`src/rtl/memctrl_arb_pkg.sv`:
```
// Shared types and constants for the MEMCTRL round-robin arbiter.
package memctrl_arb_pkg;

    typedef enum logic [1:0] {
        ST_IDLE  = 2'd0,
        ST_ISSUE = 2'd1,
        ST_WAIT  = 2'd2
    } arb_state_e;

    // MEMCTRL pin levels while no access is in progress
    localparam logic IDLE_CE  = 1'b0;
    localparam logic IDLE_CSB = 1'b1;
    localparam logic IDLE_WEB = 1'b1;
    localparam logic IDLE_OEB = 1'b1;

    function automatic int unsigned clog2(input int unsigned v);
        int unsigned r;
        r = 0;
        for (int unsigned i = 0; i < 32; i++) begin
            if ((64'(1) << i) < 64'(v)) r = i + 1;
        end
        return r;
    endfunction

endpackage

```
`src/rtl/memctrl_rr_pick.sv`:
```
// Combinational round-robin picker: first valid requester at or after ptr_i.
module memctrl_rr_pick
    import memctrl_arb_pkg::*;
#(
    parameter int unsigned NREQ = 4,
    parameter int unsigned PW   = clog2(NREQ)
) (
    input  logic [NREQ-1:0] valid_i,
    input  logic [PW-1:0]   ptr_i,
    output logic [NREQ-1:0] gnt_c,
    output logic [PW-1:0]   idx_c,
    output logic            any_c
);

    int unsigned pos;

    // Scan from the far end so the candidate nearest the pointer wins last
    always_comb begin
        gnt_c = '0;
        idx_c = '0;
        any_c = 1'b0;
        pos   = 0;
        for (int k = int'(NREQ) - 1; k >= 0; k--) begin
            pos = (32'(ptr_i) + 32'(k)) % NREQ;
            if (valid_i[PW'(pos)]) begin
                idx_c = PW'(pos);
                any_c = 1'b1;
            end
        end
        if (any_c) gnt_c[idx_c] = 1'b1;
    end

endmodule

```
`src/rtl/memctrl_arbiter.sv`:
```
// Round-robin arbiter/sequencer giving NREQ requesters single-byte access
// to the one MEMCTRL port; all pin and response outputs are registered.
module memctrl_arbiter
    import memctrl_arb_pkg::*;
#(
    parameter int unsigned NREQ   = 4,
    parameter int unsigned RD_LAT = 2,
    parameter int unsigned ADDR_W = 16,
    parameter int unsigned DATA_W = 8
) (
    input  logic                     CLK,
    input  logic                     RST,
    input  logic [NREQ-1:0]          REQ_VALID,
    input  logic [NREQ-1:0]          REQ_WE,
    input  logic [NREQ*ADDR_W-1:0]   REQ_ADDR,
    input  logic [NREQ*DATA_W-1:0]   REQ_WDATA,
    output logic [NREQ-1:0]          REQ_READY,
    output logic [NREQ-1:0]          RSP_VALID,
    output logic [DATA_W-1:0]        RSP_DATA,
    output logic [ADDR_W-1:0]        M_ADDR,
    output logic                     M_CE,
    output logic                     M_CSB,
    output logic                     M_WEB,
    output logic                     M_OEB,
    output logic [DATA_W-1:0]        M_IDATA,
    input  logic [DATA_W-1:0]        M_ODATA,
    output logic                     BUSY
);

    localparam int unsigned PW = clog2(NREQ);
    localparam int unsigned CW = clog2(RD_LAT + 1);

    arb_state_e        state_q;
    logic [PW-1:0]     ptr_q;
    logic [PW-1:0]     ptr_d;
    logic [PW-1:0]     owner_q;
    logic              we_q;
    logic [CW-1:0]     cnt_q;

    logic [NREQ-1:0]   pick_gnt;
    logic [PW-1:0]     pick_idx;
    logic              pick_any;
    logic [ADDR_W-1:0] sel_addr;
    logic [DATA_W-1:0] sel_wdata;
    logic              sel_we;

    memctrl_rr_pick #(
        .NREQ (NREQ),
        .PW   (PW)
    ) u_pick (
        .valid_i (REQ_VALID),
        .ptr_i   (ptr_q),
        .gnt_c   (pick_gnt),
        .idx_c   (pick_idx),
        .any_c   (pick_any)
    );

    assign sel_addr  = REQ_ADDR[32'(pick_idx) * ADDR_W +: ADDR_W];
    assign sel_wdata = REQ_WDATA[32'(pick_idx) * DATA_W +: DATA_W];
    assign sel_we    = REQ_WE[pick_idx];
    assign ptr_d     = (pick_idx == PW'(NREQ - 1)) ? '0 : pick_idx + PW'(1);

    // Grant is only offered from IDLE and never while reset is asserted
    assign REQ_READY = (!RST && state_q == ST_IDLE) ? pick_gnt : '0;

    always_ff @(posedge CLK) begin
        if (RST) begin
            state_q   <= ST_IDLE;
            ptr_q     <= '0;
            owner_q   <= '0;
            we_q      <= 1'b0;
            cnt_q     <= '0;
            M_CE      <= IDLE_CE;
            M_CSB     <= IDLE_CSB;
            M_WEB     <= IDLE_WEB;
            M_OEB     <= IDLE_OEB;
            M_ADDR    <= '0;
            M_IDATA   <= '0;
            RSP_VALID <= '0;
            RSP_DATA  <= '0;
            BUSY      <= 1'b0;
        end else begin
            RSP_VALID <= '0;
            case (state_q)
                ST_IDLE: begin
                    if (pick_any) begin
                        owner_q <= pick_idx;
                        we_q    <= sel_we;
                        ptr_q   <= ptr_d;
                        state_q <= ST_ISSUE;
                        BUSY    <= 1'b1;
                        M_CE    <= 1'b1;
                        M_CSB   <= 1'b0;
                        M_ADDR  <= sel_addr;
                        M_WEB   <= ~sel_we;
                        M_OEB   <= sel_we;
                        if (sel_we) M_IDATA <= sel_wdata;
                    end
                end
                ST_ISSUE: begin
                    if (we_q) begin
                        state_q <= ST_IDLE;
                        BUSY    <= 1'b0;
                        M_CE    <= IDLE_CE;
                        M_CSB   <= IDLE_CSB;
                        M_WEB   <= IDLE_WEB;
                        M_OEB   <= IDLE_OEB;
                    end else begin
                        state_q <= ST_WAIT;
                        cnt_q   <= CW'(RD_LAT);
                    end
                end
                ST_WAIT: begin
                    // Read pins stay asserted until the data-capture edge
                    if (cnt_q == CW'(1)) begin
                        RSP_DATA           <= M_ODATA;
                        RSP_VALID[owner_q] <= 1'b1;
                        state_q            <= ST_IDLE;
                        BUSY               <= 1'b0;
                        M_CE               <= IDLE_CE;
                        M_CSB              <= IDLE_CSB;
                        M_WEB              <= IDLE_WEB;
                        M_OEB              <= IDLE_OEB;
                    end else begin
                        cnt_q <= cnt_q - CW'(1);
                    end
                end
                default: begin
                    state_q <= ST_IDLE;
                    BUSY    <= 1'b0;
                    M_CE    <= IDLE_CE;
                    M_CSB   <= IDLE_CSB;
                    M_WEB   <= IDLE_WEB;
                    M_OEB   <= IDLE_OEB;
                end
            endcase
        end
    end

endmodule
```
`config.mk`:
```
export PLATFORM = sky130hd
export DESIGN_NAME = memctrl_arbiter
export DESIGN_NICKNAME = d
export VERILOG_FILES = /design/src/rtl/memctrl_arb_pkg.sv /design/src/rtl/memctrl_rr_pick.sv /design/src/rtl/memctrl_arbiter.sv
export SDC_FILE = /design/constraint.sdc
export NUM_CORES = 1
export LEC_CHECK = 0
export ABC_AREA = 1
export BUFFER_PORTS_ARGS = -buffer_cell sky130_fd_sc_hd__buf_4
export CORE_ASPECT_RATIO = 0.7
export CORE_MARGIN = 2
export CORE_UTILIZATION = 30
export CTS_BUF_LIST = sky130_fd_sc_hd__clkbuf_8
export CTS_CLUSTER_SIZE = 25
export DETAILED_ROUTE_END_ITERATION = 6
export MAX_ROUTING_LAYER = met4
export PLACE_DENSITY = 0.59
export SETUP_SLACK_MARGIN = 0.15
export SYNTH_ARGS = -nofsm -noshare
export SYNTH_HDL_FRONTEND = slang
export SYNTH_SLANG_ARGS = --single-unit
export TNS_END_PERCENT = 10
```
`constraint.sdc`:
```
create_clock -name CLK -period 2.4 [get_ports CLK]
set_clock_uncertainty 0.05 [all_clocks]
set_input_delay 0.48 -clock CLK [delete_from_list [all_inputs] [get_ports CLK]]
set_output_delay 0.48 -clock CLK [all_outputs]
set_load 0.005 [all_outputs]
```
-- After elaboration in Yosys (flattened, before gate mapping)
Index checks and enable logic that the tools add are counted.
- input bits: 114
- register bits after elaboration: 49
- word-level logic and storage cells: 97
- $add $sub $neg: 5
- reductions and logical operators: 13
- shifts and indexed selects: 2
- equal/unequal tests: 9
- $lt $le $gt $ge: 8
- multiplexer cells: 44
- bitwise logic cells: 3
- operators with widths (operator ; number):
    $shiftx 64x7->16 ; 1
    $shiftx 32x6->8 ; 1
    $mux 2 ; 10
    $mux 1 ; 19
    $lt 2x3->1 const B ; 6
    $pmux 1 s3 ; 4
    $bmux 1 s2 ; 5
    $ne 2x2->1 const B ; 5
    $reduce_and 3->1 ; 3
    $mux 4 ; 2
    $pmux 2 s3 ; 1
    $reduce_and 2->1 ; 3
    $add 2x1->2 const B ; 2
    $add 2x2->2 const B ; 2
    $demux 1 s2 ; 2
    $eq 2x1->1 const B ; 2
    $eq 2x2->1 const B ; 2
    $ge 2x1->1 const B ; 2
    $pmux 2 s2 ; 1
    $logic_and 1x1->1 ; 3
    $not 1->1 ; 3
    $reduce_or 3->1 ; 1
    $logic_not 2->1 ; 1
    $reduce_bool 2->1 ; 1
    other kinds (2) ; 2

-- Longest topological paths before layout
- depth after elaboration: 13
- depth in mapped cells: 17
- depth with buffers taken out: 16

-- By module
A second synthesis with hierarchy kept.
- cell total of the unflattened synthesis: 491
- area, all modules: 2956.6 sq um
- by module, submodules not included (module ; area each (sq um) ; cells each ; sequential area each (sq um) ; times used):
    memctrl_arbiter ; 2715.1 ; 436 ; 980.9 ; 1
    memctrl_rr_pick ; 241.5 ; 55 ; 0.0 ; 1

-- Least setup slack after synthesis
OpenSTA, ideal clock, no wires.
- path kind: input -> output
- from: input port REQ_VALID[3]
- to: output port REQ_READY[3]
- slack: 0.203 ns
- arrival: 1.667 ns
- buffers on the path: 2
- stages: 13
- cells stage by stage: inv_1 > nand2_1 > nand3_1 > nand2_1 > nand3_2 > nand2_1 > nand2_2 > nand2_4 > buf_6 > buf_4 > ha_1 > inv_1 > nor2_1
- longest elaborated chain between the ends: 12
- RTL lines (element ; line ; source):
    start, declared ; memctrl_arbiter.sv:13 ; input logic [NREQ-1:0] REQ_VALID,
    $bmux 1 s2 ; memctrl_rr_pick.sv:25 ; if (valid_i[PW'(pos)]) begin
    $mux 1 (implied by the code) ; memctrl_rr_pick.sv:25 ;
    $mux 2 (3 in a row) ; memctrl_rr_pick.sv:25 ;
    $mux 2 (*) ; memctrl_rr_pick.sv:25 ;
    net pick_idx[0] ; memctrl_arbiter.sv:41 ; logic [PW-1:0] pick_idx;
    $lt 2x3->1 (implied by the code) / $ge 2x1->1 (equally long branches) ; memctrl_rr_pick.sv:30 ; if (any_c) gnt_c[idx_c] = 1'b1;
    $logic_and 1x1->1 (implied by the code) ; memctrl_rr_pick.sv:30 ;
    $mux 1 (implied by the code) ; memctrl_rr_pick.sv:30 ;
    $demux 1 s2 (*) ; n/a ;
    $mux 4 (*) ; memctrl_rr_pick.sv:30 ;
    $mux 4 (*) ; memctrl_arbiter.sv:64 ; assign REQ_READY = (!RST && state_q == ST_IDLE) ? pick_gnt : '0;
    end, declared ; memctrl_arbiter.sv:17 ; output logic [NREQ-1:0] REQ_READY,
The timed path passes the listed nets; every way through them passes the cells marked *. The select of a mux whose other input is x is not followed.

-- Worst setup path after layout
- from: register ptr_q[0]
- to: output port REQ_READY[2]
- longest elaborated chain between the ends: 13
- RTL lines (element ; line ; source):
    start, declared ; memctrl_arbiter.sv:34 ; logic [PW-1:0] ptr_q;
    start signal, assigned ; memctrl_arbiter.sv:89 ; ptr_q <= ptr_d;
    $add 2x2->2 ; memctrl_rr_pick.sv:24 ; pos = (32'(ptr_i) + 32'(k)) % NREQ;
    $bmux 1 s2 ; memctrl_rr_pick.sv:25 ;
    $mux 1 (implied by the code) ; memctrl_rr_pick.sv:25 ;
    $mux 2 (4 in a row) ; memctrl_rr_pick.sv:25 ;
    $lt 2x3->1 (implied by the code) / $ge 2x1->1 (equally long branches) ; memctrl_rr_pick.sv:30 ;
    $logic_and 1x1->1 (implied by the code) ; memctrl_rr_pick.sv:30 ;
    $mux 1 (implied by the code) ; memctrl_rr_pick.sv:30 ;
    $demux 1 s2 ; n/a ;
    $mux 4 (*) ; memctrl_rr_pick.sv:30 ;
    $mux 4 (*) ; memctrl_arbiter.sv:64 ;
Every way passes the cells marked *; elsewhere a longest branch is shown, timed or not. The select of a mux whose other input is x is not followed.

==> key figures <==
Worst setup path
  – Delay-heaviest family, CP: simple AND/OR/NAND/NOR gates
  – Crit path required time: 1870 ps
  – Worst path bufs/invs: 3
  – CP max stage cell: dfxtp_4
  – Critical path arrival: about 1900 ps
  – Crit Path Category: reg -> out
  – Critical Path Fanout Max: 6
  – Slowest stage delay, CP: 380 ps
  – Crit. End Element: primary output
  – Cells along the critical path: buf_4, o21ai_4, nand2_2, nor2_4, nor2_4, o21ai_4, ha_2, inv_1, nor2_1, buf_4
  – Startpoint types: flop

Global routing
  – Vias in the first global route: 3,261
  – GRT Overall Usage: 0.181
  – Routing usage on met1: 0.231
  – Initial antenna violation count: 0
  – Largest net degree at the start of global routing: 75
  – M2 GR Usage: 0.293
  – First-pass GRT wire length: 15,700 um
  – GR Layer Usage met3: 0.0466
  – Most Used Layer, Global Route: met2
  – Gr ovfl total: 0

Final layout
  – Layout cell share with drive strength beyond 1: 0.359
  – Area added between synthesis and finish: 55.6%
  – Nets: around 780
  – Finished Layout Cells: between 700 and 800
  – Register area: between 900 and 1000 um2
  – Multi-input logic area: approximately 1800 um2
  – Fillcell total: 1,004
  – Antenna cells: 0

Floorplanning
  – Floorplan Core Area: 9830 um2
  – Die area: about 11,000 um2
  – Starting Density: 0.312
  – # rows: 30
  – Num ports: ~160
  – Chip Height: a little under 90 um
  – Die W: around 120 um

Yosys
  – Yosys reg bits: between 40 and 50
  – Number of synthesized flops with an enable pin: 0
  – Sequential area share after synthesis: 0.319
  – Syn nets: ~620
  – Mapped Avg Cell Area: slightly above 6 um2
  – Unique cell type count in the Yosys netlist: 27
  – Synth Instances: 500
  – Synth warnings: 0
  – Post-synth top flop: dfxtp_1
  – Synthesized cell area: approximately 3100 um2
  – Async S/R FF share, synth: 0

Run
  – Maximum Capacitance Violations: 0

Pwr
  – Tot Pwr: 6.35 mW
  – Leak: approximately 2.6 nW
  – Pwr per Cell Area: about 1300 nW/um2
  – Max rail drop VDD: approximately 600 uV

Clock network
  – Longest Clk Path Bufs: 2
  – CTS Buf Count: 5
  – Worst skew pair latency: approximately 300 ps
  – CTS H-tree depth: 2
  – Clock transition at path regs: ~90 ps
  – CTS tree: built
  – Hold buffers post-CTS: 0
  – CTS sink count: between 40 and 50
  – Clock root buffer: clkbuf_8

Placement
  – Inst Count DP: just under 800
  – Hpwl dp: roughly 7600 um
  – Gpl congestion: between 0.8 and 0.9
  – Port bufs: roughly 160

Route
  – Drt wl/cell: around 13 um
  – Antenna Nets Post-Route: 0
  – Routed via count: between 3,000 and 4,000
  – Post-route DRC: 0
  – DRT Pass-1 Iters: 5
  – Detailed Route WL: just over 10,000 um
  – Via density: 4.46
  – Initial detailed-routing violation count: 138

Timing
  – Min Tclk post-route: 2470 ps
  – Least-Margin Pin Slew: approximately 290 ps
  – Fin. max-slew vios: 0
  – Tcrit/Tclk final: 1.03
  – # setup viols final: 4
  – Slew HR: 0.805
  – Setup WS post-layout: -65.5 ps
  – Hold Violations, Final: 0
  – Fmax: 406 MHz
  – RSZ-0062 raised after global routing: yes

Run status
  – Failing checks: negative setup slack
  – Status: complete, but fails checks

Hold path
  – Hold Path Class: in -> reg
==> final timing paths <==
check,startpoint,end,slack [ps],cells after the start
min,M_ODATA[6],RSP_DATA[6],350,3
min reg2reg,owner_q[1],RSP_VALID[1],410,1
max,ptr_q[0],REQ_READY[2],-70,10
max reg2reg,ptr_q[0],M_ADDR[13],120,14
==> tightest hold or removal path, stage by stage <==
cell    delay [ps]
buf_4           80
nor2_1          30
nor2_1          80
==> where the power goes <==
part           leakage [nW]  switching (mW)  internal [mW]
clock                0.0687           0.291          0.420
combinational          2.10            2.64           1.77
sequential            0.405           0.163           1.07
==> metrics by stage <==
stage,utilization,setup TNS [ps],hold slack [ps],cell area [um2],setup slack [ps]
2_1_floorplan,-,0,373,3070,203
4_1_cts,0.472,-49.2,342,4640,-23.4
5_1_grt,0.486,-567,342,4780,-151
3_3_place_gp,0.442,0,387,4350,121
3_5_place_dp,0.442,0,399,4350,68.9
6_report,0.486,-206,352,4780,-65.5
==> metal layers <==
metal / part of all wire / routed length [um]
met2: 0.44 / 4470
met1: 0.47 / 4780
met3: 0.071 / 713
met5: 0 / 0
met4: 0.013 / 129
==> registers in the layout (all words and copies together), names as in the netlist, 2 cells and up <==
register / count
M_ADDR: 16
M_IDATA: 8
RSP_DATA: 8
RSP_VALID: 4
cnt_q: 2
owner_q: 2
ptr_q: 2
state_q: 2
==> kinds of logic (layout without fill, tap and decap cells) <==
kind of cell,Yosys count,after routing,share of synthesized area
buf+inv,107,267,0.158
flops,49,49,0.319
simple gates,252,252,0.347
fa+ha+maj,5,5,0.0204
compound gates,87,87,0.155
==> synthesized netlist by cell type, types with 4 or more instances <==
cell type | number | share of area
buf_6 | 8 | 0.029
buf_4 | 4 | 0.0098
nor3_1 | 4 | 0.0065
dfxtp_1 | 49 | 0.32
o21ai_0 | 31 | 0.051
nand2_2 | 4 | 0.0081
clkbuf_1 | 5 | 0.0061
nor2_1 | 69 | 0.084
nand3_2 | 6 | 0.020
a21oi_1 | 28 | 0.046
o21ai_1 | 13 | 0.021
ha_1 | 5 | 0.020
buf_2 | 8 | 0.013
o211ai_1 | 12 | 0.029
nand2_1 | 145 | 0.18
inv_1 | 79 | 0.097
nand3_1 | 18 | 0.029
==> cell type report <==
cell class / instances / area share
Inverter: 82 / 0.0662
Multi-Input combinational cell: 344 / 0.379
Clock buffer: 5 / 0.0144
Sequential cell: 49 / 0.207
Clock inverter: 3 / 0.0144
Tap cell: 128 / 0.0335
Timing Repair Buffer: 177 / 0.286
==> cells in the final DEF, fill, tap and decap left out, types with 5 or more instances in the layout <==
| cell | n |
|---|---|
| o21ai_1 | 12 |
| nand3_2 | 6 |
| o211ai_1 | 12 |
| o21ai_0 | 30 |
| dfxtp_1 | 47 |
| nor2_1 | 67 |
| inv_1 | 74 |
| nand3_4 | 5 |
| nand2_4 | 8 |
| nand2_2 | 8 |
| buf_4 | 174 |
| a21oi_1 | 25 |
| nand3_1 | 14 |
| nand2_1 | 134 |
| clkbuf_8 | 5 |
==> what timing repair did <==
| item | 4_1_cts | 5_1_grt |
|---|---|---|
| endpoints found under the setup margin | 11 | 30 |
| buffers inserted | 9 | 0 |
| pin swaps | 11 | 20 |
| gates cloned | 0 | 0 |
| gates resized for setup | 25 | 35 |
(Power assumes the default switching activity.)
